--- config.mk ---
export PLATFORM = sky130hd
export DESIGN_NAME = shift_sequencer_flat
export DESIGN_NICKNAME = d
export VERILOG_FILES = /design/src/rtl/shift_sequencer_pkg.sv /design/src/rtl/shift_sequencer_if.sv /design/src/rtl/shift_sequencer_step.sv /design/src/rtl/shift_sequencer.sv /design/src/flat_wrapper.sv
export SDC_FILE = /design/constraint.sdc
export NUM_CORES = 1
export LEC_CHECK = 0
export ABC_AREA = 1
export CORE_ASPECT_RATIO = 0.8
export CORE_MARGIN = 2
export CORE_UTILIZATION = 45
export DETAILED_ROUTE_END_ITERATION = 8
export PLACE_DENSITY = 0.79
export SLEW_MARGIN = 20
export SYNTH_ARGS = -nofsm -noshare
export SYNTH_HDL_FRONTEND = slang
export SYNTH_SLANG_ARGS = --single-unit
export TNS_END_PERCENT = 10
--- constraint.sdc ---
create_clock -name clk -period 1.7 [get_ports clk]
set_input_delay 0.255 -clock clk [delete_from_list [all_inputs] [get_ports clk]]
set_output_delay 0.255 -clock clk [all_outputs]
set_load 0.01 [all_outputs]
--- src/rtl/shift_sequencer_pkg.sv ---
// Shared definitions for the shift sequencer: shift op codes and controller state encodings.
// The op codes match the decode stage and the existing shift register datapath.
package shift_sequencer_pkg;

  localparam int DEF_WIDTH = 8;
  localparam int DEF_AMT_W = 5;

  typedef enum logic [1:0] {
    SH_LSL = 2'b00,
    SH_LSR = 2'b01,
    SH_ASR = 2'b10,
    SH_ROR = 2'b11
  } shift_op_e;

  typedef enum logic [1:0] {
    ST_IDLE  = 2'd0,
    ST_LOAD  = 2'd1,
    ST_SHIFT = 2'd2,
    ST_DONE  = 2'd3
  } state_e;

endpackage

--- src/rtl/shift_sequencer_if.sv ---
// Request/response bundle between the decode stage, the shift sequencer and the ALU operand path.
// Handshakes: a transfer happens on a rising clk edge where valid && ready are both high;
// a source holds valid and its payload stable until that edge, and ready never depends on valid.
interface shift_sequencer_if #(
  parameter int WIDTH = 8,
  parameter int AMT_W = 5
);
  logic             req_valid;
  logic             req_ready;
  logic [1:0]       req_op;
  logic [AMT_W-1:0] req_amt;
  logic [WIDTH-1:0] req_data;
  logic             rsp_valid;
  logic             rsp_ready;
  logic [WIDTH-1:0] rsp_data;
  logic             rsp_carry;
  logic             busy;

  modport master (
    output req_valid, req_op, req_amt, req_data, rsp_ready,
    input  req_ready, rsp_valid, rsp_data, rsp_carry, busy
  );

  modport slave (
    input  req_valid, req_op, req_amt, req_data, rsp_ready,
    output req_ready, rsp_valid, rsp_data, rsp_carry, busy
  );
endinterface

--- src/rtl/shift_sequencer_step.sv ---
// Combinational single-bit shift step; also reused by decode-stage checkers.
module shift_step
  import shift_sequencer_pkg::*;
#(
  parameter int WIDTH = 8
) (
  input  shift_op_e        op,
  input  logic [WIDTH-1:0] d,
  output logic [WIDTH-1:0] d_next,
  output logic             carry
);

  always_comb begin
    d_next = d;
    carry  = d[0];
    case (op)
      SH_LSL: begin
        carry  = d[WIDTH-1];
        d_next = {d[WIDTH-2:0], 1'b0};
      end
      SH_LSR:  d_next = {1'b0, d[WIDTH-1:1]};
      SH_ASR:  d_next = {d[WIDTH-1], d[WIDTH-1:1]};
      default: d_next = {d[0], d[WIDTH-1:1]};
    endcase
  end

endmodule

--- src/rtl/shift_sequencer.sv ---
// Multi-cycle shift controller: accepts one request, applies one single-bit step per cycle,
// then presents the result and last carry-out until the consumer takes it.
module shift_sequencer
  import shift_sequencer_pkg::*;
#(
  parameter int WIDTH = DEF_WIDTH,
  parameter int AMT_W = DEF_AMT_W
) (
  input  logic                clk,
  input  logic                rst,
  shift_sequencer_if.slave    bus,
  output state_e              dbg_state
);

  state_e           state;
  shift_op_e        op_q;
  logic [WIDTH-1:0] data_q;
  logic [AMT_W-1:0] cnt_q;
  logic             carry_q;
  logic             req_ready_q;
  logic             rsp_valid_q;
  logic             busy_q;

  logic [AMT_W-1:0] eff_amt;
  logic [WIDTH-1:0] step_d;
  logic             step_c;

  // Rotates wrap modulo WIDTH; the other ops saturate at WIDTH, which already empties the word.
  always_comb begin
    if (shift_op_e'(bus.req_op) == SH_ROR) begin
      eff_amt = bus.req_amt & AMT_W'(WIDTH - 1);
    end else if (bus.req_amt >= AMT_W'(WIDTH)) begin
      eff_amt = AMT_W'(WIDTH);
    end else begin
      eff_amt = bus.req_amt;
    end
  end

  shift_step #(.WIDTH(WIDTH)) u_step (
    .op     (op_q),
    .d      (data_q),
    .d_next (step_d),
    .carry  (step_c)
  );

  always_ff @(posedge clk) begin
    if (rst) begin
      state       <= ST_IDLE;
      op_q        <= SH_LSL;
      data_q      <= '0;
      cnt_q       <= '0;
      carry_q     <= 1'b0;
      req_ready_q <= 1'b1;
      rsp_valid_q <= 1'b0;
      busy_q      <= 1'b0;
    end else begin
      case (state)
        ST_IDLE: begin
          if (bus.req_valid) begin
            data_q      <= bus.req_data;
            op_q        <= shift_op_e'(bus.req_op);
            cnt_q       <= eff_amt;
            req_ready_q <= 1'b0;
            busy_q      <= 1'b1;
            state       <= ST_LOAD;
          end
        end
        ST_LOAD: begin
          carry_q <= 1'b0;
          if (cnt_q != '0) begin
            state <= ST_SHIFT;
          end else begin
            rsp_valid_q <= 1'b1;
            state       <= ST_DONE;
          end
        end
        ST_SHIFT: begin
          data_q  <= step_d;
          carry_q <= step_c;
          cnt_q   <= cnt_q - AMT_W'(1);
          if (cnt_q == AMT_W'(1)) begin
            rsp_valid_q <= 1'b1;
            state       <= ST_DONE;
          end
        end
        default: begin
          // Data and carry are left untouched here so backpressure holds the response stable.
          if (bus.rsp_ready) begin
            rsp_valid_q <= 1'b0;
            req_ready_q <= 1'b1;
            busy_q      <= 1'b0;
            state       <= ST_IDLE;
          end
        end
      endcase
    end
  end

  assign bus.req_ready = req_ready_q;
  assign bus.rsp_valid = rsp_valid_q;
  assign bus.rsp_data  = data_q;
  assign bus.rsp_carry = carry_q;
  assign bus.busy      = busy_q;
  assign dbg_state     = state;

endmodule

--- src/flat_wrapper.sv ---
// flat-port wrapper written by rule: the top's interface ports become plain ports
module shift_sequencer_flat import shift_sequencer_pkg::*;
#(
  parameter int WIDTH = DEF_WIDTH,
  parameter int AMT_W = DEF_AMT_W
)
  (clk, rst, dbg_state, bus_req_valid, bus_req_op, bus_req_amt, bus_req_data, bus_rsp_ready, bus_req_ready, bus_rsp_valid, bus_rsp_data, bus_rsp_carry, bus_busy);
  shift_sequencer_if #(.WIDTH(WIDTH), .AMT_W(AMT_W)) bus_i ();
  input  logic clk;
  input  logic rst;
  output state_e dbg_state;
  input wire logic [$bits(bus_i.req_valid)-1:0] bus_req_valid;
  input wire logic [$bits(bus_i.req_op)-1:0] bus_req_op;
  input wire logic [$bits(bus_i.req_amt)-1:0] bus_req_amt;
  input wire logic [$bits(bus_i.req_data)-1:0] bus_req_data;
  input wire logic [$bits(bus_i.rsp_ready)-1:0] bus_rsp_ready;
  output wire logic [$bits(bus_i.req_ready)-1:0] bus_req_ready;
  output wire logic [$bits(bus_i.rsp_valid)-1:0] bus_rsp_valid;
  output wire logic [$bits(bus_i.rsp_data)-1:0] bus_rsp_data;
  output wire logic [$bits(bus_i.rsp_carry)-1:0] bus_rsp_carry;
  output wire logic [$bits(bus_i.busy)-1:0] bus_busy;
  assign bus_i.req_valid = bus_req_valid;
  assign bus_i.req_op = bus_req_op;
  assign bus_i.req_amt = bus_req_amt;
  assign bus_i.req_data = bus_req_data;
  assign bus_i.rsp_ready = bus_rsp_ready;
  assign bus_req_ready = bus_i.req_ready;
  assign bus_rsp_valid = bus_i.rsp_valid;
  assign bus_rsp_data = bus_i.rsp_data;
  assign bus_rsp_carry = bus_i.rsp_carry;
  assign bus_busy = bus_i.busy;
  shift_sequencer #(.WIDTH(WIDTH), .AMT_W(AMT_W)) u_core (.clk(clk), .rst(rst), .bus(bus_i), .dbg_state(dbg_state));
endmodule
==> results.json <==
{
  "initial_core_util_pct": 46.3,
  "worstMarginPinSlew_ns": 0.439,
  "wl_met3_um": 229,
  "die_area_mm2": 0.00322,
  "total_power_mw": 2.86,
  "coreArea_mm2": 0.00270,
  "finalSetupTns_ns": 0,
  "start_kind": "flop",
  "drv_cap": 0,
  "num_vias": 1341,
  "layout-drive-gt1-share_pct": 8.44,
  "max_freq_ghz": 0.617,
  "gr-usage-all-layers_pct": 20.4,
  "fin_area_mm2": 0.00169,
  "antenna_found_initial": 0,
  "cp_max_fo": 4,
  "clock-root-buffer": "clkbuf_4",
  "vias_per_cell": 5.10,
  "highest_layer": "met4",
  "cp.required_ns": 1.44,
  "portBuffers": 32,
  "cts_tree": "built",
  "slew_headroom_pct": 70.7,
  "ctsHoldBuffers": 0,
  "ys.warnings.count": 0,
  "clk_latency_ns": 0.31,
  "synth.top_cell.area_share_pct": 33.6,
  "p_per_area_mw_per_mm2": 1700,
  "nets": 252,
  "ant_nets": 0,
  "yosys-top-cells-area": "dfxtp_1 (34%), a21oi_1 (11%), nand2_1 (9.9%)",
  "grt_max_degree": 17,
  "setup_violations": 0,
  "placed_cells": 259,
  "crit_type": "flop to output pin",
  "period_needed_ns": 1.62,
  "netlist_area_mm2": 0.00125,
  "synth-edff-count": 0,
  "maxSlewViolCount": 0,
  "routedLengthMet1_mm": 1.49,
  "fin_skew_ns": 0.00268,
  "ys_seq_elements": 21,
  "drt_first_iter_violations": 43,
  "peakVddDrop_mv": 0.723,
  "synth_top_area_cell": "dfxtp_1",
  "hold_class": "input port to flop",
  "gp_congestion": 0.834,
  "crit_arrival_ns": 1.37,
  "clk_path_buf_depth": 2,
  "dp_hpwl_mm": 2.39,
  "run_status": "completed",
  "final-hold-violation-count": 0,
  "synth_cells": 186,
  "fillerInstances": 256,
  "grt_overflow": 0,
  "synthArstFlopShare_pct": 0,
  "die_w_um": 63.0,
  "min_period_over_period_pct": 95.4,
  "grt_pass1_vias": 1138,
  "postLayoutCoreUtil_pct": 62.4,
  "drt_wl_total_mm": 3.17,
  "worst_setup_path_end_kind": "output pin",
  "n_antenna_cell": 0,
  "clock-sinks": 21,
  "cts_buffers": 3,
  "wl_met2_mm": 1.42,
  "syn_to_final_growth_pct": 34.8,
  "p_leak_nw": 0.720,
  "whs_ns": 0.476,
  "placed_area_mm2": 0.00164,
  "die-height_um": 51.2,
  "clkSlewWorstSetupHoldPaths_ns": 0.12,
  "grt_first_pass_wirelength_mm": 5.13,
  "drtPass1Iterations": 4,
  "syn_avg_cell_area_um2": 6.73,
  "htree_num_levels": 1,
  "syn_nets": 212,
  "rows": 17,
  "post_drt_wl_per_cell_um": 12.1,
  "io_pins": 33,
  "mostFrequentLayoutCells": "nand2_1 (33), clkdlybuf4s50_1 (32), a21oi_1 (27)",
  "post-route-drc-count": 0,
  "final_common_cell": "nand2_1",
  "place_ws_ns": 0.0535,
  "fin_cells": 263,
  "ys_types": 20,
  "seq_area_frac_synth_pct": 33.6,
  "rsz0062_at_grt": "false",
  "synth_top_flop_cell": "dfxtp_1",
  "setup_ws_ns": 0.0784
}
registers in the layout, indices dropped and copies added (netlist names):
signal,cells
u_core.bus.rsp_data,8
u_core.cnt_q,5
u_core.bus.rsp_carry,1
u_core.op_q,2
u_core.dbg_state,2
u_core.bus.req_ready,1
u_core.bus.busy,1
u_core.bus.rsp_valid,1
worst max-delay path, cell delays in order (launching register included):
cell and delay, ns:
dfxtp_1 0.39, buf_4 0.14, clkdlybuf4s50_1 0.52
path summary, 6_finish.rpt:
| path | startpoint | endpoint | cells past startpoint | slack [ns] |
|---|---|---|---|---|
| worst max-delay path | u_core.dbg_state[1]$_SDFFE_PP0P_ | dbg_state[1] | 2 | 0.08 |
| worst min-delay path | bus_req_amt[1] | u_core.cnt_q[1]$_SDFFE_PP0P_ | 3 | 0.48 |
| worst max register to register | u_core.dbg_state[0]$_SDFFE_PP0P_ | u_core.bus.rsp_data[6]$_SDFFE_PP0P_ | 7 | 0.12 |
| worst min register to register | u_core.bus.busy$_SDFFE_PP0P_ | u_core.bus.busy$_SDFFE_PP0P_ | 2 | 0.48 |
power breakdown:
group,switching [mW],internal (mW)
logic,1.02,0.759
registers,0.149,0.678
clock network,0.160,0.0919
total,1.33,1.53
final cells by class:
cell class,instances,area [µm²],area share [%]
Clock buffer,4,26.3,1.56
Inverter,25,93.8,5.56
Multi-Input combinational cell,135,718,42.6
Sequential cell,21,420,24.9
Tap cell,38,47.5,2.82
Timing Repair Buffer,40,380,22.6
synth_stat cells, types with 7 or more instances:
| cell | number |
|---|---|
| nand2_1 | 33 |
| a21oi_1 | 27 |
| inv_1 | 24 |
| nor2_1 | 24 |
| dfxtp_1 | 21 |
| o21ai_0 | 21 |
| nand3_1 | 10 |
| ha_1 | 7 |
cell families after synthesis:
group / after synthesis / synth area share [%]
buffers and inverters: 30 / 10.4
adders and majority gates: 7 / 7.00
DFF: 21 / 33.6
and+or+nand+nor: 72 / 24.0
AOI/OAI and AO/OA: 56 / 25.0
what timing repair did:
item	in CTS	in global routing
setup buffers	0	0
resized for setup	0	3
setup endpoints to repair	0	12
hold endpoints to repair	0	0
metal layers:
layer  global-route usage [%]  vias up
li1                         -      686
met1                     26.7      601
met2                     33.0       49
met3                     5.07        5
met4                     6.67        0
met5                        0        -
Note: power is estimated with default switching activity, not from simulation.
